### src/rtl/uart_rx_if.sv
// Host-side bundle of the UART receiver: serial line, read acknowledge,
// received word and status flags.
interface uart_rx_if #(
  parameter int WORD_SIZE = 8
);
  logic                 SERIAL_IN;
  logic                 READ_DONE;
  logic [WORD_SIZE-1:0] RCV_DATAREG;
  logic                 DATA_READY;
  logic                 ERR_FRAMING;
  logic                 ERR_OVERRUN;
  logic                 BUSY;

  // Driver of the line and consumer of the received data.
  modport master (
    output SERIAL_IN,
    output READ_DONE,
    input  RCV_DATAREG,
    input  DATA_READY,
    input  ERR_FRAMING,
    input  ERR_OVERRUN,
    input  BUSY
  );

  // The receiver itself.
  modport slave (
    input  SERIAL_IN,
    input  READ_DONE,
    output RCV_DATAREG,
    output DATA_READY,
    output ERR_FRAMING,
    output ERR_OVERRUN,
    output BUSY
  );
endinterface

### src/rtl/uart_rx.sv
// UART receiver: start bit 0, WORD_SIZE data bits LSB first, stop bit 1.
// Samples the mid-point of every bit, holds the last good word until the
// host acknowledges it, and reports framing and overrun errors.
module uart_rx #(
  parameter int WORD_SIZE    = 8,
  parameter int CLKS_PER_BIT = 16
) (
  input  logic   CLOCK,
  input  logic   RESET,
  uart_rx_if.slave bus
);

  localparam int CNT_W = $clog2(CLKS_PER_BIT);
  localparam int BIT_W = $clog2(WORD_SIZE + 1);

  localparam logic [CNT_W-1:0] HALF_LAST = CNT_W'(CLKS_PER_BIT / 2 - 1);
  localparam logic [CNT_W-1:0] FULL_LAST = CNT_W'(CLKS_PER_BIT - 1);
  localparam logic [BIT_W-1:0] WORD_LAST = BIT_W'(WORD_SIZE - 1);

  typedef enum logic [1:0] {
    IDLE,
    START,
    DATA,
    STOP
  } state_t;

  state_t               state;
  logic [CNT_W-1:0]     clk_cnt;
  logic [BIT_W-1:0]     bit_cnt;
  logic [WORD_SIZE-1:0] shift_reg;
  logic [WORD_SIZE-1:0] data_reg;
  logic                 data_ready;
  logic                 err_framing;
  logic                 err_overrun;
  logic                 busy;

  logic rx_meta;
  logic rx_s;
  logic rx_d;

  // Two-flop synchroniser for the asynchronous serial line; idles high.
  // NOTE: reset is synchronous here, so it sits inside the clocked branch
  // and the sensitivity list holds the clock only.
  always_ff @(posedge CLOCK) begin
    if (!RESET) begin
      rx_meta <= 1'b1;
      rx_s    <= 1'b1;
    end else begin
      // NOTE: non-blocking assignments make both flops sample the old
      // values, giving a true two-stage chain instead of a single wire.
      rx_meta <= bus.SERIAL_IN;
      rx_s    <= rx_meta;
    end
  end

  // Frame FSM with counters, shift register, received word and flags.
  always_ff @(posedge CLOCK) begin
    if (!RESET) begin
      state       <= IDLE;
      clk_cnt     <= '0;
      bit_cnt     <= '0;
      shift_reg   <= '0;
      data_reg    <= '0;
      data_ready  <= 1'b0;
      err_framing <= 1'b0;
      err_overrun <= 1'b0;
      busy        <= 1'b0;
      rx_d        <= 1'b1;
    end else begin
      // rx_d only goes 1->0 via a real high-to-low edge, so a line held low
      // after a framing error (break) cannot retrigger a frame.
      rx_d <= rx_s;

      // Host acknowledge; a frame event below may override these clears.
      if (bus.READ_DONE) begin
        data_ready  <= 1'b0;
        err_overrun <= 1'b0;
        err_framing <= 1'b0;
      end

      case (state)
        IDLE: begin
          if (rx_d && !rx_s) begin
            state   <= START;
            clk_cnt <= '0;
            bit_cnt <= '0;
            busy    <= 1'b1;
          end
        end

        START: begin
          if (clk_cnt == HALF_LAST) begin
            clk_cnt <= '0;
            if (!rx_s) begin
              state <= DATA;
            end else begin
              state <= IDLE;
              busy  <= 1'b0;
            end
          end else begin
            clk_cnt <= clk_cnt + 1'b1;
          end
        end

        DATA: begin
          if (clk_cnt == FULL_LAST) begin
            clk_cnt   <= '0;
            shift_reg <= {rx_s, shift_reg[WORD_SIZE-1:1]};
            bit_cnt   <= bit_cnt + 1'b1;
            if (bit_cnt == WORD_LAST) begin
              state <= STOP;
            end
          end else begin
            clk_cnt <= clk_cnt + 1'b1;
          end
        end

        STOP: begin
          if (clk_cnt == FULL_LAST) begin
            clk_cnt <= '0;
            state   <= IDLE;
            busy    <= 1'b0;
            if (rx_s) begin
              if (!data_ready || bus.READ_DONE) begin
                data_reg   <= shift_reg;
                data_ready <= 1'b1;
              end else begin
                err_overrun <= 1'b1;
              end
            end else begin
              err_framing <= 1'b1;
            end
          end else begin
            clk_cnt <= clk_cnt + 1'b1;
          end
        end

        default: begin
          state <= IDLE;
          busy  <= 1'b0;
        end
      endcase
    end
  end

  assign bus.RCV_DATAREG = data_reg;
  assign bus.DATA_READY  = data_ready;
  assign bus.ERR_FRAMING = err_framing;
  assign bus.ERR_OVERRUN = err_overrun;
  assign bus.BUSY        = busy;

endmodule

### src/flat_wrapper.sv
// flat-port wrapper written by rule: the top's interface ports become plain ports
module uart_rx_flat 
#(
  parameter int WORD_SIZE    = 8,
  parameter int CLKS_PER_BIT = 16
)
  (CLOCK, RESET, bus_SERIAL_IN, bus_READ_DONE, bus_RCV_DATAREG, bus_DATA_READY, bus_ERR_FRAMING, bus_ERR_OVERRUN, bus_BUSY);
  uart_rx_if #(.WORD_SIZE(WORD_SIZE)) bus_i ();
  input  logic CLOCK;
  input  logic RESET;
  input wire logic [$bits(bus_i.SERIAL_IN)-1:0] bus_SERIAL_IN;
  input wire logic [$bits(bus_i.READ_DONE)-1:0] bus_READ_DONE;
  output wire logic [$bits(bus_i.RCV_DATAREG)-1:0] bus_RCV_DATAREG;
  output wire logic [$bits(bus_i.DATA_READY)-1:0] bus_DATA_READY;
  output wire logic [$bits(bus_i.ERR_FRAMING)-1:0] bus_ERR_FRAMING;
  output wire logic [$bits(bus_i.ERR_OVERRUN)-1:0] bus_ERR_OVERRUN;
  output wire logic [$bits(bus_i.BUSY)-1:0] bus_BUSY;
  assign bus_i.SERIAL_IN = bus_SERIAL_IN;
  assign bus_i.READ_DONE = bus_READ_DONE;
  assign bus_RCV_DATAREG = bus_i.RCV_DATAREG;
  assign bus_DATA_READY = bus_i.DATA_READY;
  assign bus_ERR_FRAMING = bus_i.ERR_FRAMING;
  assign bus_ERR_OVERRUN = bus_i.ERR_OVERRUN;
  assign bus_BUSY = bus_i.BUSY;
  uart_rx #(.WORD_SIZE(WORD_SIZE), .CLKS_PER_BIT(CLKS_PER_BIT)) u_core (.CLOCK(CLOCK), .RESET(RESET), .bus(bus_i));
endmodule
### config.mk
export PLATFORM = sky130hd
export DESIGN_NAME = uart_rx_flat
export DESIGN_NICKNAME = d
export VERILOG_FILES = /design/src/rtl/uart_rx_if.sv /design/src/rtl/uart_rx.sv /design/src/flat_wrapper.sv
export SDC_FILE = /design/constraint.sdc
export NUM_CORES = 1
export LEC_CHECK = 0
export BUFFER_PORTS_ARGS = -buffer_cell sky130_fd_sc_hd__buf_2
export CAP_MARGIN = 20
export CORE_MARGIN = 4
export CORE_UTILIZATION = 35
export DETAILED_ROUTE_END_ITERATION = 12
export PLACE_DENSITY = 0.61
export SYNTH_ARGS = -nofsm -noshare
export SYNTH_HDL_FRONTEND = slang
export SYNTH_SLANG_ARGS = --single-unit
### constraint.sdc
create_clock -name CLOCK -period 2.85 [get_ports CLOCK]
set_clock_uncertainty 0.2 [all_clocks]
set_input_delay 0.57 -clock CLOCK [delete_from_list [all_inputs] [get_ports CLOCK]]
set_output_delay 0.57 -clock CLOCK [all_outputs]
set_load 0.05 [all_outputs]
==> results.cfg <==
[critical_path]
cp.required_ns = 2.82
cpMaxStageDelayCell = and4_1
critPathKind = flip-flop to flip-flop
crit_path_end_kind = flip-flop
worstPathArrival_ns = 1.99
worstPathMaxFanout = 21
crit_buf_inv = 0
r2r_slack_ns = 0.83
crit_chain = ha_1 > and4_1 > nor4b_1 > o31a_1
slowest_delay_ns = 0.67
start_kind = flip-flop
cp_top_family = simple AND/OR/NAND/NOR gates

[synth]
synth_edf_count = 0
yosys-top-cells-area = dfxtp_1 46%, a21oi_1 8.7%, o31ai_1 5.7%, nand3_1 4.9%, nand4_1 3.9%
syn_area_um2 = 1440
synth_warnings = 0
avgSynthCellArea_um2 = 8.78
synth.top_cell.area_share = 0.459
synth_fp_nets = 170
ys_seq_area_frac = 0.459
async_flop_share = 0
synth_area_leader_cell = dfxtp_1
syn_inst = 164
synth-seq-cells = 33
yosysUniqueCellTypes = 36
synth_flop_cell = dfxtp_1

[cts]
ctsHoldBuffers = 0
post-cts-setup-buffers = 0
cts_max_path_buffers = 2
cts_tree = done
h-tree-depth = 2
cts_made_buffers = 5
clockRootBuffer = clkbuf_8
path_clk_slew_ns = 0.06
clock-sinks = 33
clk_latency_ns = 0.28
ctsResizeCount = 0

[grt]
grt_overflow_total = 0
grt_max_degree = 25
track_usage = 0.127
antenna_found_initial = 0
grt_pass1_wl_um = 5180
grt_pass1_vias = 1143

[placed_design]
hpwl_um = 2190
io_buffer_count = 15
routabilityCongestion = 0.796

[power]
cellPowerDensity_nw_per_um2 = 545
power_mw = 0.884
leakagePower_nw = 0.579
ir_drop_v = 0.000385

[floorplan]
core_area_um2 = 4000
num_io_pins = 16
die_x_um = 72.1
dieArea_um2 = 5200
start_util = 0.360
num_rows = 23
die_h_um = 72.1

[sta]
fin_crit_sh = 0.708
slew_headroom = 0.529
grt_setup_unrepaired = no
final.setup.tns_ns = 0
hold_viol = 0
fin_crit_ns = 2.02
tightest_slew_ns = 0.706
fmax_mhz = 496
maxSlewViolCount = 0
setup_viol = 0

[finish]
final_cell_mix = 33 x dfxtp_1, 25 x a21oi_1, 15 x buf_2, 14 x nand3_1
final_common_cell = dfxtp_1
antennaDiodeCount = 0
drive_above_1_share = 0.155
synthToLayoutAreaGrowth_pct = 12.7
fin_nets = 179

[routing]
drtAntennaViolNets = 0
wl_per_cell_um = 14.3
vias = 1283
drc = 0
dr.pass1.iters = 4
wl_um = 3200
viasPerCell = 5.73
drt_iter0_markers = 51

[run]
cap_viol_max_count = 0

[run_status]
status = complete, no violations

[hold_path]
hp-class = flip-flop to flip-flop
==> through the flow <==
step	instance area (um2)	util	std cells	hold WS, ns	setup WS, ns
CTS	1620	0.406	224	0.227	0.855
floorplan	1440	-	164	0.186	1.24
global placement	1520	0.380	216	0.203	0.919
global route	1620	0.406	224	0.240	0.692
detailed placement	1520	0.380	216	0.206	0.851
finish	1620	0.406	224	0.223	0.832
==> area by class of cell <==
cell class	count	area, um2
timing repair buffer	17	90.1
clock inverter	1	5.00
fill	405	2380
clock buffer	7	96.3
tap	50	62.6
sequential	33	661
inverter	5	18.8
multi-input combinational	111	689
==> routing by layer <==
metal / part of all wire / up-vias / GRT usage
met5: 0 / - / 0
met4: 0.015 / 0 / 0.0522
met3: 0.047 / 5 / 0.0512
met2: 0.46 / 29 / 0.192
met1: 0.47 / 616 / 0.161
li1: - / 633 / -
==> cells in the mapped netlist (2+ instances only) <==
cell type  instances
nand2_1            2
nand3_1           14
or4_1              2
clkbuf_1           9
buf_4              3
xor2_1             2
a2111oi_0          2
o211ai_1           2
and3_1             2
nor2_1             6
nand4_1            9
o31ai_1           11
inv_1              4
ha_1               2
nand2b_1           5
a21oi_1           25
o21ai_0           11
dfxtp_1           33
buf_2              2
and2_1             2
==> where the power goes <==
group	switching, mW	total [mW]	leakage (nW)	internal, mW
Clock	0.162	0.380	0.0542	0.218
Sequential	0.00741	0.473	0.267	0.465
Combinational	0.0230	0.0317	0.258	0.00874
==> logic make-up (layout without fill, tap and decap cells) <==
logic type / count (synthesis) / count (layout) / synth area share
AO/OA/AOI/OAI: 57 / 57 / 0.245
XOR/XNOR: 2 / 2 / 0.0122
AND/OR/NAND/NOR: 50 / 50 / 0.204
adder cells (fa/ha/maj): 2 / 2 / 0.0174
flip-flops: 33 / 33 / 0.459
buffers and inverters: 20 / 30 / 0.0625
==> final timing paths <==
path,startpoint,endpoint,depth (start not counted)
setup / recovery,u_core.clk_cnt[0],u_core.clk_cnt[3],4
hold / removal,u_core.rx_meta,u_core.rx_s,1
setup reg to reg,u_core.clk_cnt[0],u_core.clk_cnt[3],4
hold reg to reg,u_core.rx_meta,u_core.rx_s,1
No activity file was read; power rests on OpenSTA's default activity.
